==> src/rtl/k10_dbus_arbiter.sv <==
// k10_dbus_arbiter: shares the single K10 memory port between instruction
// fetch (IBUS) and the load/store unit (DBUS) on the req/gnt/rvalid protocol.
// At most one transaction is outstanding; each response is steered back to
// the master that issued it.
//
// Ports:
//   i_clk, i_rst          clock (rising edge), async active-high reset
//   i_ibus_* / o_ibus_*   fetch master: req/addr in; gnt/rvalid/rdata/err out
//   i_dbus_* / o_dbus_*   LSU master: req/we/addr/wdata/wstrb in; gnt/rvalid/rdata/err out
//   o_mem_* / i_mem_*     slave port: req/we/addr/wdata/wstrb out; gnt/rvalid/rdata/err in
//
// Parameters:
//   STARVE_LIMIT  cycles IBUS may wait with req high before it is forced first (1..255)
//   DATA_FIRST    1 = DBUS wins ties by default, 0 = IBUS wins ties
module k10_dbus_arbiter #(
  parameter int unsigned STARVE_LIMIT = 8,
  parameter bit          DATA_FIRST   = 1'b1
) (
  input  logic        i_clk,
  input  logic        i_rst,
  input  logic        i_ibus_req,
  input  logic [31:0] i_ibus_addr,
  output logic        o_ibus_gnt,
  output logic        o_ibus_rvalid,
  output logic [31:0] o_ibus_rdata,
  output logic        o_ibus_err,
  input  logic        i_dbus_req,
  input  logic        i_dbus_we,
  input  logic [31:0] i_dbus_addr,
  input  logic [31:0] i_dbus_wdata,
  input  logic [3:0]  i_dbus_wstrb,
  output logic        o_dbus_gnt,
  output logic        o_dbus_rvalid,
  output logic [31:0] o_dbus_rdata,
  output logic        o_dbus_err,
  output logic        o_mem_req,
  output logic        o_mem_we,
  output logic [31:0] o_mem_addr,
  output logic [31:0] o_mem_wdata,
  output logic [3:0]  o_mem_wstrb,
  input  logic        i_mem_gnt,
  input  logic        i_mem_rvalid,
  input  logic        i_mem_err,
  input  logic [31:0] i_mem_rdata
);

  localparam int unsigned CNT_W = 8;

  typedef enum logic       {S_IDLE, S_BUSY} state_t;
  typedef enum logic [1:0] {OWN_NONE, OWN_IBUS, OWN_DBUS} owner_t;

  state_t           r_state;
  owner_t           r_owner;
  logic             r_lock;
  owner_t           r_lock_sel;
  logic [CNT_W-1:0] r_starve_cnt;

  logic   w_window;
  logic   w_starved;
  owner_t w_sel;
  logic   w_req;
  logic   w_gnt;
  logic   w_rsp;

  // A new request may issue when idle, or in the cycle the outstanding one completes.
  assign w_window  = !i_rst && ((r_state == S_IDLE) || i_mem_rvalid);
  assign w_starved = (r_starve_cnt == CNT_W'(STARVE_LIMIT));

  // Master selection; a stalled request keeps its slot until the slave accepts it.
  always_comb begin
    w_sel = OWN_NONE;
    if (r_lock) begin
      w_sel = r_lock_sel;
    end else if (i_ibus_req && i_dbus_req) begin
      if (w_starved || !DATA_FIRST) w_sel = OWN_IBUS;
      else                          w_sel = OWN_DBUS;
    end else if (i_ibus_req) begin
      w_sel = OWN_IBUS;
    end else if (i_dbus_req) begin
      w_sel = OWN_DBUS;
    end
  end

  assign w_req = w_window && (w_sel != OWN_NONE);
  assign w_gnt = w_req && i_mem_gnt;
  // Responses only count while a transaction is outstanding; stale ones are dropped.
  assign w_rsp = !i_rst && (r_state == S_BUSY) && i_mem_rvalid;

  // Slave request payload mux; fetches are always full-word reads.
  always_comb begin
    o_mem_req   = w_req;
    o_mem_we    = 1'b0;
    o_mem_addr  = 32'h0;
    o_mem_wdata = 32'h0;
    o_mem_wstrb = 4'h0;
    if (w_req && (w_sel == OWN_DBUS)) begin
      o_mem_we    = i_dbus_we;
      o_mem_addr  = i_dbus_addr;
      o_mem_wdata = i_dbus_wdata;
      o_mem_wstrb = i_dbus_wstrb;
    end else if (w_req && (w_sel == OWN_IBUS)) begin
      o_mem_addr  = i_ibus_addr;
    end
  end

  assign o_ibus_gnt = w_gnt && (w_sel == OWN_IBUS);
  assign o_dbus_gnt = w_gnt && (w_sel == OWN_DBUS);

  // Response steering to the registered owner.
  assign o_ibus_rvalid = w_rsp && (r_owner == OWN_IBUS);
  assign o_dbus_rvalid = w_rsp && (r_owner == OWN_DBUS);
  assign o_ibus_rdata  = o_ibus_rvalid ? i_mem_rdata : 32'h0;
  assign o_dbus_rdata  = o_dbus_rvalid ? i_mem_rdata : 32'h0;
  assign o_ibus_err    = o_ibus_rvalid && i_mem_err;
  assign o_dbus_err    = o_dbus_rvalid && i_mem_err;

  // Outstanding-transaction FSM, request lock and fetch starvation counter.
  always_ff @(posedge i_clk or posedge i_rst) begin
    if (i_rst) begin
      r_state      <= S_IDLE;
      r_owner      <= OWN_NONE;
      r_lock       <= 1'b0;
      r_lock_sel   <= OWN_NONE;
      r_starve_cnt <= '0;
    end else begin
      if (w_gnt) begin
        r_state <= S_BUSY;
        r_owner <= w_sel;
      end else if (w_rsp) begin
        r_state <= S_IDLE;
        r_owner <= OWN_NONE;
      end

      if (w_gnt) begin
        r_lock <= 1'b0;
      end else if (w_req) begin
        r_lock     <= 1'b1;
        r_lock_sel <= w_sel;
      end

      if (o_ibus_gnt) begin
        r_starve_cnt <= '0;
      end else if (i_ibus_req && (r_starve_cnt < CNT_W'(STARVE_LIMIT))) begin
        r_starve_cnt <= r_starve_cnt + CNT_W'(1);
      end
    end
  end

endmodule

==> config.mk <==
export PLATFORM = sky130hd
export DESIGN_NAME = k10_dbus_arbiter
export DESIGN_NICKNAME = d
export VERILOG_FILES = /design/src/rtl/k10_dbus_arbiter.sv
export SDC_FILE = /design/constraint.sdc
export NUM_CORES = 1
export LEC_CHECK = 0
export BUFFER_PORTS_ARGS = -buffer_cell sky130_fd_sc_hd__buf_2
export CAP_MARGIN = 25
export CORE_AREA = 2 2 108 110
export CTS_BUF_LIST = sky130_fd_sc_hd__clkbuf_4 sky130_fd_sc_hd__clkbuf_8 sky130_fd_sc_hd__clkbuf_16
export DETAILED_ROUTE_END_ITERATION = 6
export DIE_AREA = 0 0 110 112
export SYNTH_ARGS = -nofsm -noshare
export SYNTH_HDL_FRONTEND = slang
export SYNTH_SLANG_ARGS = --single-unit
export TNS_END_PERCENT = 10
==> constraint.sdc <==
create_clock -name i_clk -period 3.1 [get_ports i_clk]
set_input_delay 0.31 -clock i_clk [delete_from_list [all_inputs] [get_ports i_clk]]
set_output_delay 0.31 -clock i_clk [all_outputs]
set_load 0.02 [all_outputs]
==> run_results.csv, run 1 <==
group,metric,value,unit
routing,initialDrtViolationCount,112,
logic_synthesis,post_synth_num_cell_types,39,
clock_network,cts_buffer_depth,2,
logic_synthesis,syn_avg_cell_area,7.88,um2
placement,portBuffers,279,
logic_synthesis,async_flop_share,1.00,
sta,hold-worst-slack,322,ps
sta,finalSetupTns,0,ps
clock_network,cts-root-buf,"clkbuf_16",
global_routing,antenna_found_initial,0,
die,die_x,110,um
clock_network,clkSinkCount,14,
clock_network,htreeDepth,1,
power,leakage,2.16,nW
job,max_cap_viol_count,0,
layout,antenna_cells,0,
logic_synthesis,synth_top_area_share,0.366,
logic_synthesis,netlist_area,0.00181,mm2
layout,drive_gt1_frac,0.590,
clock_network,cts_made_buffers,3,
critical_path,r2r_setup_slack,1290,ps
critical_path,slowest_stage,"dlygate4sd3_1",
clock_network,path_clk_slew,50,ps
die,initial_core_util,0.162,
sta,setup_viol,0,
min_path,holdCritPathClass,"in2reg",
global_routing,grt.total_usage,0.134,
critical_path,cp-startpoint,"i_rst",
critical_path,crit_required,2790,ps
critical_path,crit_buf_inv,6,
logic_synthesis,ys_seq_area_frac,0.193,
logic_synthesis,yosysWarnings,0,
placement,dp.cells,642,
routing,routedWlPerCell,14.4,um
sta,worst_pin_slew,578,ps
logic_synthesis,synth_most_common_cell,"and2_1",
placement,dpl.hpwl,7.88,mm
routing,vias,2776,
routing,drtPass1Iterations,4,
clock_network,tritoncts,"yes",
sta,rsz0062_at_grt,"false",
logic_synthesis,ys_seq_elements,14,
die,die_h,112,um
critical_path,crit_family,"buffers and inverters",
critical_path,critical_path_depth,9,
layout,fin_cells,646,
logic_synthesis,synthFlopType,"dfrtp_1",
critical_path,crit_path_end_kind,"output port",
sta,post-route-period-util,0.909,
layout,areaGrowthSynthToFinish,90.3,%
critical_path,worst-setup-path-type,"in2out",
clock_network,cts_hold_buf,1,
critical_path,endpoint,"o_ibus_rdata[3]",
power,power_density,531,mW/mm2
critical_path,reg2reg_from,"r_starve_cnt[7]",
die,core_area,0.0112,mm2
layout,nets,647,
global_routing,grt_pass1_vias,2722,
power,ir_drop,0.248,mV
critical_path,critPathLaunchType,"primary input",
placement,gp_congestion,0.885,
sta,min_period,2820,ps
global_routing,grt_max_degree,43,
routing,drt-total-wl,9.29,mm
logic_synthesis,synth_cells,230,
min_path,worstHoldStart,"i_mem_gnt",
critical_path,timing.rr.end,"r_starve_cnt[2]",
logic_synthesis,synth_nets,372,
die,dieArea,0.0123,mm2
critical_path,reg2regPathDepth,4,
logic_synthesis,yosys.area.top_type,"and2_1",
critical_path,path_max_fanout,34,
sta,maxSlewHeadroom,0.613,
sta,drv_slew,0,
critical_path,crit_arrival,2510,ps
critical_path,slowest_delay,550,ps
sta,skew,6.81,ps
clock_network,worstSkewPairLatency,250,ps
sta,hold_viol,0,
routing,ant_nets,0,
logic_synthesis,synth_edf_count,0,
routing,drc,0,
run_status,outcome,"complete, no violations",
global_routing,overflow,0,
global_routing,grt_pass1_wl,13.0,mm
die,rows,39,
clock_network,cts_resized,0,
logic_synthesis,synth_top_cells_by_count,"and2_1 (106), a22o_1 (33), dfrtp_1 (14), clkbuf_1 (11), a21oi_1 (8)",
sta,clock.fmax,355,MHz
routing,viasPerCell,4.30,
logic_synthesis,synthTopCellsByArea,"and2_1 (37%), dfrtp_1 (19%), a22o_1 (16%)",
die,boundaryPins,280,
clock_network,post_cts_buffers,0,
critical_path,path_cells,"dlygate4sd3_1 > buf_2 > inv_1 > buf_4 > nand3_1 > nor3b_2 > buf_4 > and2_1 > buf_2",
==> stage by stage <==
step	power [mW]	utilization	setup WS [ps]	cell area, um2
after global placement	1.58	0.301	773	3370
after detailed placement	1.59	0.301	746	3370
final	1.83	0.309	281	3450
after CTS	1.86	0.309	179	3450
after floorplan	1.15	-	806	1810
after global routing	1.96	0.309	36.4	3450
==> logic make-up (layout without fill, tap and decap cells) <==
kind of cell / after synthesis / in the layout / synth area share
AND/OR/NAND/NOR: 130 / 130 / 0.451
AO/OA/AOI/OAI: 59 / 59 / 0.266
adder cells (fa/ha/maj): 2 / 2 / 0.0138
multiplexers: 1 / 1 / 0.00552
buffers and inverters: 22 / 295 / 0.0614
XOR/XNOR: 2 / 2 / 0.00966
flip-flops: 14 / 14 / 0.193
==> layer usage <==
metal,global-route usage,wire (um),share of wire
met1,0.143,3410,0.37
met2,0.268,4830,0.52
met3,0.0193,975,0.10
met4,0.0278,70,0.0075
met5,0,0,0
==> state kept, by name, summed over array words and instances (netlist names) <==
signal,count
r_starve_cnt,8
r_lock_sel,2
r_owner,2
r_lock,1
r_state,1
==> area by class of cell <==
class / instances / area [um2]
fill: 1213 / 7720
timing repair buffer: 287 / 1460
multi-input combinational: 194 / 1370
sequential: 14 / 350
tap: 143 / 179
clock buffer: 3 / 75.1
inverter: 5 / 18.8
==> power by group <==
group / leakage (nW) / internal, mW / switching (mW) / total, mW
registers: 0.175 / 0.249 / 0.0592 / 0.309
clock network: 0.0370 / 0.169 / 0.0730 / 0.242
logic: 1.95 / 0.499 / 0.784 / 1.28
==> worst min path at each step <==
stage                    end  cells past startpoint  slack, ps
2_1_floorplan         r_lock                      1        220
3_3_place_gp         r_state                      2        240
3_5_place_dp         r_state                      2        260
4_1_cts        r_lock_sel[0]                      2        320
5_1_grt        r_lock_sel[0]                      2        330
6_report       r_lock_sel[0]                      2        320
==> placed cells by master (no fill, tap or decap), types with 2 or more instances in the layout <==
master,netlist,layout
buf_2,2,279
and2_1,106,106
clkbuf_16,0,3
buf_4,1,7
inv_1,5,5
dfrtp_1,14,14
nand2b_1,4,4
a21boi_1,5,5
nand2_1,6,6
nor3b_2,0,2
nand3b_1,2,2
a31o_2,2,2
ha_1,2,2
a21oi_1,8,8
a22o_1,33,33
nor3_1,2,2
==> worst reg2reg max path, cell delays in order (launching register included) <==
cell     delay [ps]
dfrtp_1         390
nor4_4          420
a31oi_2         210
nor2_1          490
a21oi_1         150
No activity file was read; power rests on OpenSTA's default activity.
==> run 2, diff against run 1 <==
--- a/config.mk
+++ b/config.mk
@@ -7,10 +7,12 @@
 export LEC_CHECK = 0
 export BUFFER_PORTS_ARGS = -buffer_cell sky130_fd_sc_hd__buf_2
 export CAP_MARGIN = 25
-export CORE_AREA = 2 2 108 110
+export CELL_PAD_IN_SITES_DETAIL_PLACEMENT = 0
+export CELL_PAD_IN_SITES_GLOBAL_PLACEMENT = 1
+export CORE_UTILIZATION = 15
 export CTS_BUF_LIST = sky130_fd_sc_hd__clkbuf_4 sky130_fd_sc_hd__clkbuf_8 sky130_fd_sc_hd__clkbuf_16
 export DETAILED_ROUTE_END_ITERATION = 6
-export DIE_AREA = 0 0 110 112
+export PLACE_DENSITY_LB_ADDON = 0.1
 export SYNTH_ARGS = -nofsm -noshare
 export SYNTH_HDL_FRONTEND = slang
 export SYNTH_SLANG_ARGS = --single-unit
==> constraint.sdc (replaced) <==
create_clock -name i_clk -period 2.55 [get_ports i_clk]
set_input_delay 0.255 -clock i_clk [delete_from_list [all_inputs] [get_ports i_clk]]
set_output_delay 0.255 -clock i_clk [all_outputs]
set_load 0.02 [all_outputs]
==> run 2 against run 1 <==
Against the previous run: register-to-register slack got worse by 540 ps; via count fell by 2.6%; worst hold slack got worse by 250 ps; largest cell class unchanged; the run now ends with design-rule violations left; clock power rose by 31%; count of clock-buffer cells in the layout rose by 1; combinational power rose by 30%; critical path depth did not move; final cell count rose by 0.93%; worst setup slack got worse by 180 ps; global-route usage fell by 1.4 points.
==> run_results.csv, run 2 (synthesis gave the netlist of run 1 again) <==
group,metric,value,unit
clock_network,htreeDepth,1,
placement,dpl.hpwl,6.99,mm
clock_network,clkSinkCount,14,
critical_path,crit_required,2300,ps
critical_path,r2r_setup_slack,750,ps
layout,regMostFlops,"r_starve_cnt",
sta,maxSlewHeadroom,0.745,
critical_path,crit_path_end_kind,"output port",
placement,gp_congestion,0.745,
critical_path,slowest_stage,"dfrtp_1",
layout,reg_top3,"r_starve_cnt (8), r_lock_sel (2), r_owner (2)",
clock_network,cts-root-buf,"clkbuf_16",
critical_path,slowest_delay,360,ps
layout,multi_input_area,0.00137,mm2
die,core_area,0.0116,mm2
layout,largest_register_ffs,8,
sta,post-route-period-util,0.959,
power,power,2.36,mW
routing,drtPass1Iterations,6,
critical_path,reg2regPathDepth,7,
run_status,failed_checks,"design-rule violations",
sta,hold-worst-slack,72.4,ps
routing,drt-total-wl,8.91,mm
power,pwr-share-seq,0.158,
global_routing,grt.total_usage,0.120,
routing,ant_nets,0,
clock_network,path_clk_slew,40,ps
layout,nFillCells,1281,
routing,viasPerCell,4.15,
critical_path,timing.rr.end,"r_owner[0]",
sta,skew,0.825,ps
min_path,holdCritPathClass,"in2async",
global_routing,grt_max_degree,70,
layout,layout_common_cells,"buf_2 (279), and2_1 (106), a22o_1 (33)",
die,die_h,112,um
clock_network,tritoncts,"yes",
power,switching_share,0.469,
critical_path,worst-setup-path-type,"reg2out",
die,dieArea,0.0125,mm2
routing,vias,2705,
power,p_sw,1.11,mW
die,rows,39,
power,ir_drop,0.225,mV
global_routing,grt_pass1_wl,12.2,mm
sta,drv_slew,0,
global_routing,grt_pass1_vias,2439,
routing,routedWlPerCell,13.7,um
layout,final_core_util,0.309,
routing,drc,20,
clock_network,worstSkewPairLatency,240,ps
sta,worst_pin_slew,379,ps
power,leakage,2.22,nW
power,p_int,1.26,mW
critical_path,path_cells,"inv_1 > ha_1 > and3b_1 > a31o_2 > a21oi_4 > buf_12 > clkbuf_16 > a22o_1 > buf_2",
power,power.share.clock,0.134,
critical_path,critPathLaunchType,"flop",
critical_path,reg2reg_from,"r_starve_cnt[0]",
power,power_density,659,mW/mm2
run_status,outcome,"complete, but fails checks",
critical_path,crit_family,"compound AO/OA/AOI/OAI gates",
critical_path,path_max_fanout,17,
die,die_x,112,um
sta,clock.fmax,409,MHz
clock_network,cts_buffer_depth,2,
sta,finalSetupTns,0,ps
layout,layout_commonest_cell,"buf_2",
sta,rsz0062_at_grt,"false",
clock_network,cts_made_buffers,3,
die,boundaryPins,280,
layout,areaGrowthSynthToFinish,97.9,%
layout,nets,651,
critical_path,crit_buf_inv,4,
job,max_cap_viol_count,0,
global_routing,overflow,0,
placement,portBuffers,279,
global_routing,antenna_found_initial,1,
sta,hold_viol,0,
routing,initialDrtViolationCount,97,
die,initial_core_util,0.156,
layout,regArea,350,um2
power,p_comb_frac,0.708,
sta,min_period,2440,ps
sta,setup_viol,0,
critical_path,crit_arrival,2190,ps
layout,drive_gt1_frac,0.596,
run 2: layer usage:
| layer | global-route usage | share of wire | up-vias |
|---|---|---|---|
| li1 | - | - | 1351 |
| met1 | 0.113 | 0.34 | 1216 |
| met2 | 0.264 | 0.58 | 134 |
| met3 | 0.0201 | 0.074 | 4 |
| met4 | 0.0178 | 0.0040 | 0 |
| met5 | 0 | 0 | - |
run 2: how the worst max path moves through the flow:
stage / from / to / slack (ps) / cells after the start
after floorplan: i_rst / o_dbus_rdata[22] / 370 / 5
after global placement: r_starve_cnt[0] / o_mem_addr[27] / 350 / 8
after detailed placement: r_starve_cnt[0] / o_mem_addr[27] / 340 / 8
after CTS: r_starve_cnt[0] / o_mem_addr[27] / 80 / 8
after global routing: r_starve_cnt[0] / o_mem_addr[19] / 4 / 9
final: r_starve_cnt[0] / o_mem_addr[26] / 110 / 9
run 2: worst reg2reg max path, stage by stage, from the launching register on:
cell	delay, ps
dfrtp_1	360
inv_1	80
ha_1	180
and3b_1	210
a21oi_1	330
nor3_1	130
buf_4	190
a31o_2	210
run 2: final cells by class:
cell class,count,share of cell area
Sequential cell,14,0.0976
Inverter,5,0.00523
Multi-Input combinational cell,194,0.381
Timing Repair Buffer,291,0.440
Antenna cell,1,0.000697
Tap cell,143,0.0499
Clock buffer,4,0.0248
run 2: per-stage QoR:
stage | setup slack [ps] | instance area, um2 | instances
3_5_place_dp | 338 | 3390 | 642
6_report | 105 | 3590 | 652
2_1_floorplan | 366 | 1810 | 230
3_3_place_gp | 354 | 3390 | 642
5_1_grt | 4.28 | 3590 | 652
4_1_cts | 75.4 | 3480 | 646
run 2: repair_timing:
item | CTS | global route
hold buffers | 0 | 0
buffers inserted | 0 | 1
gates resized for setup | 0 | 0
endpoints found under the setup margin | 0 | 12
run 2: power groups by stage:
stage / clock (mW) / combinational (mW) / sequential (mW)
final: 0.317 / 1.67 / 0.373
after global routing: 0.335 / 1.81 / 0.387
after CTS: 0.327 / 1.57 / 0.372
after detailed placement: 0 / 1.56 / 0.375
after global placement: 0 / 1.58 / 0.377
after floorplan: 0 / 1.04 / 0.356
==> run 3, diff against run 2 <==
--- a/config.mk
+++ b/config.mk
@@ -9,9 +9,10 @@
 export CAP_MARGIN = 25
 export CELL_PAD_IN_SITES_DETAIL_PLACEMENT = 0
 export CELL_PAD_IN_SITES_GLOBAL_PLACEMENT = 1
-export CORE_UTILIZATION = 15
+export CORE_AREA = 2 2 107 109
 export CTS_BUF_LIST = sky130_fd_sc_hd__clkbuf_4 sky130_fd_sc_hd__clkbuf_8 sky130_fd_sc_hd__clkbuf_16
 export DETAILED_ROUTE_END_ITERATION = 6
+export DIE_AREA = 0 0 109 111
 export PLACE_DENSITY_LB_ADDON = 0.1
 export SYNTH_ARGS = -nofsm -noshare
 export SYNTH_HDL_FRONTEND = slang
==> constraint.sdc (replaced) <==
create_clock -name i_clk -period 3.2 [get_ports i_clk]
set_input_delay 0.32 -clock i_clk [delete_from_list [all_inputs] [get_ports i_clk]]
set_output_delay 0.32 -clock i_clk [all_outputs]
set_load 0.02 [all_outputs]
==> run 3 against run 2 <==
Against the previous run: the run now ends clean; via count hardly changed; die area is 3.4% lower; final cell count is 0.92% lower; final area is 3.7% lower; non-clock buffer count is 5 lower; sequential share of layout area is 0.38 points higher; clock skew is 2.8 ps higher; combinational power is 27% lower; flip-flop and latch count stayed put; routed wire length is 1.6% lower; count of clock-buffer cells in the layout stayed put; critical endpoint is now o_mem_addr[25]; highest routed layer unchanged.
==> run_results.csv, run 3 (synthesis gave the netlist of run 1 again) <==
group,metric,value,unit
layout,regMostFlops,"r_starve_cnt",
placement,gp_congestion,0.769,
min_path,holdCritPathClass,"in2async",
die,dieArea,0.0121,mm2
critical_path,slowest_delay,490,ps
routing,drt-total-wl,8.77,mm
sta,setup_viol,0,
clock_network,cts_hold_buf,0,
critical_path,r2r_setup_slack,1420,ps
layout,antenna_cells,0,
job,max_cap_viol_count,0,
routing,initialDrtViolationCount,87,
routing,drc,0,
sta,drv_slew,0,
sta,rsz0062_at_grt,"false",
routing,drtPass1Iterations,4,
power,p_comb_frac,0.687,
clock_network,cts_made_buffers,3,
clock_network,path_clk_slew,50,ps
global_routing,grt_pass1_vias,2488,
clock_network,cts-root-buf,"clkbuf_16",
critical_path,crit_family,"buffers and inverters",
global_routing,grt_pass1_wl,12.4,mm
critical_path,path_max_fanout,69,
sta,worst_pin_slew,582,ps
sta,finalSetupTns,0,ps
critical_path,crit_arrival,2400,ps
clock_network,clkSinkCount,14,
power,p_sw,856,uW
clock_network,worstSkewPairLatency,240,ps
sta,post-route-period-util,0.850,
layout,layout_common_cells,"buf_2 (279), and2_1 (106), a22o_1 (33)",
sta,min_period,2720,ps
routing,routedWlPerCell,13.6,um
power,power_density,513,mW/mm2
layout,regArea,350,um2
critical_path,slowest_stage,"buf_4",
critical_path,crit_path_end_kind,"output port",
die,rows,39,
power,power.share.clock,0.143,
layout,drive_gt1_frac,0.592,
die,initial_core_util,0.164,
layout,final_core_util,0.312,
die,boundaryPins,280,
global_routing,antenna_found_initial,0,
layout,nFillCells,1241,
clock_network,cts_buffer_depth,2,
layout,areaGrowthSynthToFinish,90.5,%
critical_path,crit_required,2880,ps
layout,layout_commonest_cell,"buf_2",
clock_network,cts_resized,0,
routing,viasPerCell,4.18,
routing,ant_nets,0,
clock_network,htreeDepth,1,
die,core_area,0.0111,mm2
power,ir_drop,0.282,mV
layout,largest_register_ffs,8,
critical_path,path_cells,"inv_1 > ha_1 > and3b_1 > a31o_2 > a21oi_4 > buf_4 > a22o_1 > buf_2",
sta,maxSlewHeadroom,0.612,
placement,portBuffers,279,
sta,hold_viol,0,
die,die_x,109,um
global_routing,grt.total_usage,0.130,
power,leakage,2.16,nW
critical_path,crit_buf_inv,3,
placement,dpl.hpwl,7.40,mm
sta,clock.fmax,368,MHz
critical_path,worst-setup-path-type,"reg2out",
sta,skew,3.61,ps
clock_network,tritoncts,"yes",
layout,nets,646,
critical_path,critPathLaunchType,"flop",
layout,reg_top3,"r_starve_cnt (8), r_lock_sel (2), r_owner (2)",
routing,vias,2703,
die,die_h,111,um
run_status,outcome,"complete, no violations",
power,switching_share,0.483,
global_routing,grt_max_degree,70,
layout,multi_input_area,0.00137,mm2
global_routing,overflow,0,
power,pwr-share-seq,0.170,
clock_network,post_cts_buffers,0,
power,p_int,915,uW
-- run 3: cell count changes in the layout (fill, tap and decap cells not counted), sizes merged --
cell	before	now
buf	288	286
clkbuf	7	4
diode	1	0
-- run 3: final cells by class --
| class | instances | share of cell area |
|---|---|---|
| clock buffer | 4 | 0.0257 |
| inverter | 5 | 0.00543 |
| tap | 143 | 0.0518 |
| sequential | 14 | 0.101 |
| timing repair buffer | 286 | 0.419 |
| multi-input combinational | 194 | 0.396 |
-- run 3: power by group through the flow --
stage	combinational, mW	clock, mW	sequential (mW)
floorplan	0.829	0	0.284
global placement	1.24	0	0.303
detailed placement	1.23	0	0.302
CTS	1.23	0.261	0.299
global route	1.33	0.274	0.313
finish	1.22	0.254	0.301
-- run 3: final timing paths --
kind                                   endpoint  depth (start not counted)            start
min in group i_clk                r_lock_sel[0]                          2        i_mem_gnt
worst max register to register       r_owner[1]                          5  r_starve_cnt[7]
worst min register to register          r_state                          1          r_state
max in group asynchronous       r_starve_cnt[3]                          3            i_rst
worst max-delay path             o_mem_addr[25]                          8  r_starve_cnt[0]
worst min-delay path                    r_state                          3            i_rst
-- run 3: per-stage QoR --
step | power (mW) | instances | area [um2] | hold WS (ps) | setup slack [ps]
2_1_floorplan | 1.11 | 230 | 1810 | 234 | 886
3_3_place_gp | 1.54 | 642 | 3370 | 372 | 739
3_5_place_dp | 1.53 | 642 | 3370 | 367 | 716
4_1_cts | 1.79 | 646 | 3450 | 112 | 452
5_1_grt | 1.92 | 646 | 3450 | 146 | 305
6_report | 1.77 | 646 | 3450 | 110 | 480
-- run 3: per-layer routing --
layer	GRT usage	part of all wire	up-vias
met2	0.277	0.56	139
met1	0.119	0.33	1222
li1	-	-	1336
met5	0	0	-
met3	0.0335	0.10	6
met4	0.0145	0.0062	0
-- run 3: worst min-delay path: cells and delay by family --
kind | cells | cell delay (ps)
buffers and inverters | 3 | 390
